## config.mk

```make
export PLATFORM = sky130hd
export DESIGN_NAME = sequenceur_lancer_flat
export DESIGN_NICKNAME = d
export VERILOG_FILES = /design/src/rtl/sequenceur_lancer_if.sv /design/src/rtl/sequenceur_lancer.sv /design/src/flat_wrapper.sv
export SDC_FILE = /design/constraint.sdc
export NUM_CORES = 1
export LEC_CHECK = 0
export ABC_AREA = 1
export CORE_MARGIN = 5
export CORE_UTILIZATION = 40
export CTS_CLUSTER_SIZE = 14
export DETAILED_ROUTE_END_ITERATION = 8
export PLACE_DENSITY_LB_ADDON = 0.25
export SLEW_MARGIN = 10
export SYNTH_ARGS = -nofsm -noshare
export SYNTH_HDL_FRONTEND = slang
export SYNTH_SLANG_ARGS = --single-unit
```

## constraint.sdc

```tcl
create_clock -name clk -period 3.7 [get_ports clk]
set_input_delay 0.925 -clock clk [delete_from_list [all_inputs] [get_ports clk]]
set_output_delay 0.925 -clock clk [all_outputs]
set_load 0.02 [all_outputs]
```

## src/rtl/sequenceur_lancer_if.sv

```systemverilog
// Roll request / result bundle between the choice logic (master) and the
// roll sequencer (slave).
interface sequenceur_lancer_if;
  logic        lancer;
  logic [2:0]  idD;
  logic [3:0]  nbD;
  logic        chargerGraine;
  logic [15:0] graine;
  logic        pret;
  logic [6:0]  valeur;
  logic        valeurValide;
  logic [10:0] somme;
  logic        fini;

  modport master (
    output lancer, idD, nbD, chargerGraine, graine,
    input  pret, valeur, valeurValide, somme, fini
  );

  modport slave (
    input  lancer, idD, nbD, chargerGraine, graine,
    output pret, valeur, valeurValide, somme, fini
  );
endinterface

```

## src/rtl/sequenceur_lancer.sv

```systemverilog
// Dice roll sequencer: draws die values by masked rejection sampling from a
// 16-bit Fibonacci LFSR, streams each value and accumulates the roll total.

module bornerD (
  input  logic [2:0] idD,
  output logic [6:0] dMin,
  output logic [6:0] dMax
);
  always_comb begin
    dMin = 7'd1;
    dMax = 7'd4;
    case (idD)
      3'd0: begin dMin = 7'd1; dMax = 7'd4;   end
      3'd1: begin dMin = 7'd1; dMax = 7'd6;   end
      3'd2: begin dMin = 7'd1; dMax = 7'd8;   end
      3'd3: begin dMin = 7'd0; dMax = 7'd9;   end
      3'd4: begin dMin = 7'd1; dMax = 7'd12;  end
      3'd5: begin dMin = 7'd1; dMax = 7'd20;  end
      3'd6: begin dMin = 7'd1; dMax = 7'd30;  end
      default: begin dMin = 7'd0; dMax = 7'd99; end
    endcase
  end
endmodule

module sequenceur_lancer (
  input  logic                clk,
  input  logic                rst,
  sequenceur_lancer_if.slave  bus
);
  typedef enum logic [1:0] {
    REPOS  = 2'd0,
    TIRAGE = 2'd1,
    FIN    = 2'd2
  } state_t;

  localparam logic [15:0] GRAINE_DEFAUT = 16'hACE1;

  state_t      state, state_next;
  logic [2:0]  id_q;
  logic [3:0]  reste;
  logic [15:0] lfsr;
  logic [6:0]  valeur_q;
  logic        valide_q;
  logic [10:0] somme_q;

  logic [6:0]  d_min, d_max, span, mask, cand, tirage;
  logic        accept_roll, draw_ok;

  bornerD u_borner (
    .idD  (id_q),
    .dMin (d_min),
    .dMax (d_max)
  );

  // Smear the span's top bit downward to get the smallest all-ones mask >= span.
  assign span   = d_max - d_min;
  assign mask   = span | (span >> 1) | (span >> 2) | (span >> 4);
  assign cand   = lfsr[6:0] & mask;
  assign tirage = d_min + cand;

  assign accept_roll = (state == REPOS) && bus.lancer;
  assign draw_ok     = (state == TIRAGE) && (cand <= span);

  // NOTE: all sequential state below uses non-blocking assignments so every
  // register samples the pre-edge values of its neighbours.
  always_ff @(posedge clk) begin
    if (rst) begin
      lfsr <= GRAINE_DEFAUT;
    end else if (bus.chargerGraine) begin
      lfsr <= (bus.graine == 16'd0) ? GRAINE_DEFAUT : bus.graine;
    end else begin
      lfsr <= {lfsr[0] ^ lfsr[2] ^ lfsr[3] ^ lfsr[5], lfsr[15:1]};
    end
  end

  always_ff @(posedge clk) begin
    if (rst) state <= REPOS;
    else     state <= state_next;
  end

  // NOTE: every output of a combinational block gets a default first, so no
  // path through the case can leave it unassigned and infer a latch.
  always_comb begin
    state_next = state;
    case (state)
      REPOS:   if (bus.lancer) state_next = TIRAGE;
      TIRAGE:  if (draw_ok && reste == 4'd1) state_next = FIN;
      FIN:     state_next = REPOS;
      default: state_next = REPOS;
    endcase
  end

  always_ff @(posedge clk) begin
    if (rst) begin
      id_q     <= 3'd0;
      reste    <= 4'd0;
      valeur_q <= 7'd0;
      valide_q <= 1'b0;
      somme_q  <= 11'd0;
    end else begin
      valide_q <= 1'b0;
      if (accept_roll) begin
        id_q    <= bus.idD;
        reste   <= (bus.nbD == 4'd0) ? 4'd1 : bus.nbD;
        somme_q <= 11'd0;
      end else if (draw_ok) begin
        valeur_q <= tirage;
        valide_q <= 1'b1;
        somme_q  <= somme_q + {4'd0, tirage};
        reste    <= reste - 4'd1;
      end
    end
  end

  assign bus.pret         = (state == REPOS);
  assign bus.fini         = (state == FIN);
  assign bus.valeur       = valeur_q;
  assign bus.valeurValide = valide_q;
  assign bus.somme        = somme_q;
endmodule

```

## src/flat_wrapper.sv

```systemverilog
// flat-port wrapper written by rule: the top's interface ports become plain ports
module sequenceur_lancer_flat 
  (clk, rst, bus_lancer, bus_idD, bus_nbD, bus_chargerGraine, bus_graine, bus_pret, bus_valeur, bus_valeurValide, bus_somme, bus_fini);
  sequenceur_lancer_if bus_i ();
  input  logic clk;
  input  logic rst;
  input wire logic [$bits(bus_i.lancer)-1:0] bus_lancer;
  input wire logic [$bits(bus_i.idD)-1:0] bus_idD;
  input wire logic [$bits(bus_i.nbD)-1:0] bus_nbD;
  input wire logic [$bits(bus_i.chargerGraine)-1:0] bus_chargerGraine;
  input wire logic [$bits(bus_i.graine)-1:0] bus_graine;
  output wire logic [$bits(bus_i.pret)-1:0] bus_pret;
  output wire logic [$bits(bus_i.valeur)-1:0] bus_valeur;
  output wire logic [$bits(bus_i.valeurValide)-1:0] bus_valeurValide;
  output wire logic [$bits(bus_i.somme)-1:0] bus_somme;
  output wire logic [$bits(bus_i.fini)-1:0] bus_fini;
  assign bus_i.lancer = bus_lancer;
  assign bus_i.idD = bus_idD;
  assign bus_i.nbD = bus_nbD;
  assign bus_i.chargerGraine = bus_chargerGraine;
  assign bus_i.graine = bus_graine;
  assign bus_pret = bus_i.pret;
  assign bus_valeur = bus_i.valeur;
  assign bus_valeurValide = bus_i.valeurValide;
  assign bus_somme = bus_i.somme;
  assign bus_fini = bus_i.fini;
  sequenceur_lancer u_core (.clk(clk), .rst(rst), .bus(bus_i));
endmodule
```

==> impl_metrics.ini, run 1 <==
[route]
wl_um = 6170
postRouteAntennaNets = 0
drt-pass1-iter-count = 4
avgViaCountPerCell = 5.01
drt_iter0_markers = 111
vias = 2434
drc = 0
post_drt_wl_per_cell_um = 12.7

[clock_network]
cts_tree = built
hold_buffers = 0
cts_sinks = 44
clk_latency_ns = 0.30
clkTransAtPathRegs_ns = 0.09
ctsHtreeMaxLevel = 2
postCtsSetupRepairBufs = 0
cts.path.max_buffers = 2
cts_buffers = 5
cts_root_buf = clkbuf_8
cts_resized = 0

[sta]
worstMarginPinSlew_ns = 0.677
finalSetupTns_ns = 0
slew_headroom_pct = 54.8
max_freq_ghz = 0.300
fin_crit_ns = 3.33
fin_skew_ns = 0.00864
holdWs_ns = 0.457
finalHoldViolCount = 0
finalCritPeriodShare_pct = 90.0
slew_viol_final = 0
setup_viol = 0
rsz0062_at_grt = no

[floorplan]
dieWidth_um = 90.2
die_h_um = 90.2
initial_core_util_pct = 40.7
row_count = 29
boundaryPins = 48
dieArea_mm2 = 0.00813
core-area_mm2 = 0.00631

[min_path]
worst_hold_path_type = flop to flop
holdPathEnd = u_core.lfsr[6]$_SDFF_PP1_
holdCritStartpoint = u_core.lfsr[7]$_SDFF_PP1_
min_delay_path_depth = 2

[synth]
seq_area_frac_synth_pct = 34.3
yosysTopAreaCell = dfxtp_1
synthTopCellsByCount = nand2_1, nor2_1, dfxtp_1, inv_1, o21ai_0
syn_avg_cell_area_um2 = 7.12
netlist_area_mm2 = 0.00257
yosysWarnings = 0
ys_top_cells_by_area = dfxtp_1, nand2_1, ha_1
syn_inst = 361
synth.most_common_cell = nand2_1
synth_seq_cells = 44
synth_edf_count = 0
ys.flop_type = dfxtp_1
yosysUniqueCellTypes = 35
synth_top_area_share_pct = 34.3
ys_async_sr_fraction_pct = 0
syn_nets = 408

[finish]
areaGrowthSynthToFinish_pct = 25.9
fin_util_pct = 51.2
finalNetCount = 456
drive_above_1_share_pct = 5.38
n_antenna_cell = 0

[placement]
gp_congestion = 1.02
io_buffers = 47
place_hpwl_um = 4820

[global_route]
overflow = 0
grt_max_degree = 24
grt_pass1_wl_um = 10400
grt_pass1_vias = 2312
antenna_found_initial = 0
grt_usage_pct = 15.2

[critical_path]
crit_type = flop to flop
worstPathRequired_ns = 3.93
reg2reg_depth = 23
arrival_ns = 3.56
startpoint_type = flop
end_kind = flop
rrSetupSlack_ns = 0.37
crit_path_max_fanout = 6
rr_endpoint = u_core.bus.somme[9]$_SDFFE_PP0P_
r2r-start = u_core.id_q[1]$_SDFFE_PP0P_

[power_and_ir_drop]
switching_share_pct = 31.0
total_power_uw = 1390
pwr-share-comb_pct = 28.6
p_int_uw = 960
powerDensity_mw_per_mm2 = 431
p_sw_uw = 432
leakagePower_uw = 0.00140
clock_power_share_pct = 31.0
seqPwrFrac_pct = 40.4
peakVddDrop_mv = 0.271

[run]
cap_violations = 0

[run_status]
outcome = finished, final reports clean
-- layout make-up --
type / instances / area (µm²)
inverter: 33 / 124
multi-input combinational: 276 / 1520
tap: 77 / 96.3
fill: 651 / 3080
clock buffer: 5 / 68.8
clock inverter: 2 / 60.1
timing repair buffer: 49 / 485
sequential: 44 / 883
-- per-layer routing --
layer  global-route usage (%)  vias up  part of all wire [%]
met2                     25.1       43                    46
li1                         -     1301                     -
met4                     4.59        0                   1.3
met5                        0        -                     0
met3                     3.34        7                   4.1
met1                     19.8     1083                    48
-- sequential cells by signal, summed over array words and instances (netlist names) --
signal                   cells
u_core.id_q                  3
u_core.lfsr                 16
u_core.reste                 4
u_core.bus.somme            11
u_core.state                 2
u_core.bus.valeurValide      1
u_core.bus.valeur            7
-- critical path, stage by stage (launching register included) --
cell and delay (ns):
dfxtp_2 0.39, nand2_2 0.12, ha_1 0.23, inv_1 0.09, nand2_1 0.06, nand2_1 0.09, nand2_1 0.06, o21a_1 0.18
ha_1 0.19, ha_1 0.21, nand3_1 0.12, nor2_1 0.07, nand2_1 0.06, o21ai_0 0.07, nand2_1 0.10, inv_1 0.07
ha_1 0.34, nand2_1 0.11, nor2_1 0.14, nand3_1 0.09, nand3b_1 0.10, xor2_1 0.14, nand2_1 0.06, a21oi_1 0.15
-- placed cells by master, fill, tap and decap left out, drive strengths merged, types with 2 or more instances in the layout --
| cell | count |
|---|---|
| xor2 | 10 |
| ha | 19 |
| a21oi | 22 |
| nand4 | 5 |
| nor4 | 4 |
| clkbuf | 5 |
| nor3 | 2 |
| clkdlybuf4s50 | 47 |
| o21ai | 30 |
| nor2 | 52 |
| xnor2 | 4 |
| inv | 32 |
| bufinv | 2 |
| nand2 | 81 |
| buf | 2 |
| o22ai | 7 |
| dfxtp | 44 |
| and2 | 3 |
| nand3b | 2 |
| nand3 | 26 |
-- stage by stage --
step | setup WS (ns) | std cells | area (µm²)
after detailed placement | 0.341 | 479 | 3100
final | 0.369 | 486 | 3230
after global routing | 0.00928 | 486 | 3230
after floorplan | 0.695 | 361 | 2570
after CTS | 0.300 | 486 | 3230
after global placement | 0.407 | 479 | 3100
-- power by group through the flow --
stage          combinational [µW]  sequential (µW)  clock, µW
3_3_place_gp                  395              571          0
6_report                      399              562        431
5_1_grt                       448              569        461
4_1_cts                       401              562        438
2_1_floorplan                 241              594          0
3_5_place_dp                  400              574          0
-- worst max-delay path by stage --
stage / start / to / slack, ns / depth (start not counted)
after floorplan: u_core.id_q[1]$_SDFFE_PP0P_ / u_core.bus.somme[10]$_SDFFE_PP0P_ / 0.70 / 23
after global placement: u_core.id_q[1]$_SDFFE_PP0P_ / u_core.bus.somme[9]$_SDFFE_PP0P_ / 0.41 / 23
after detailed placement: u_core.id_q[1]$_SDFFE_PP0P_ / u_core.bus.somme[9]$_SDFFE_PP0P_ / 0.34 / 23
after CTS: u_core.id_q[1]$_SDFFE_PP0P_ / u_core.bus.somme[9]$_SDFFE_PP0P_ / 0.30 / 23
after global routing: u_core.id_q[1]$_SDFFE_PP0P_ / u_core.bus.somme[10]$_SDFFE_PP0P_ / 0.009 / 23
final: u_core.id_q[1]$_SDFFE_PP0P_ / u_core.bus.somme[9]$_SDFFE_PP0P_ / 0.37 / 23
-- cell families after synthesis --
kind of cell               after synthesis  synth area share (%)
AOI/OAI and AO/OA                       66                  14.6
xor gates and xnor gates                14                  4.77
buffers and inverters                   41                  6.72
DFF                                     44                  34.3
adders and majority gates               20                  10.0
and+or+nand+nor                        176                  29.6
Power figures use the tool's default switching activity.
==> run 2: changes to the inputs <==
--- a/config.mk
+++ b/config.mk
@@ -8,10 +8,8 @@
 export ABC_AREA = 1
 export CORE_MARGIN = 5
 export CORE_UTILIZATION = 40
-export CTS_CLUSTER_SIZE = 14
 export DETAILED_ROUTE_END_ITERATION = 8
 export PLACE_DENSITY_LB_ADDON = 0.25
-export SLEW_MARGIN = 10
 export SYNTH_ARGS = -nofsm -noshare
 export SYNTH_HDL_FRONTEND = slang
 export SYNTH_SLANG_ARGS = --single-unit
==> results of run 2 <==
Same layout as run 1: the final DEF is identical, and so are final timing and power.
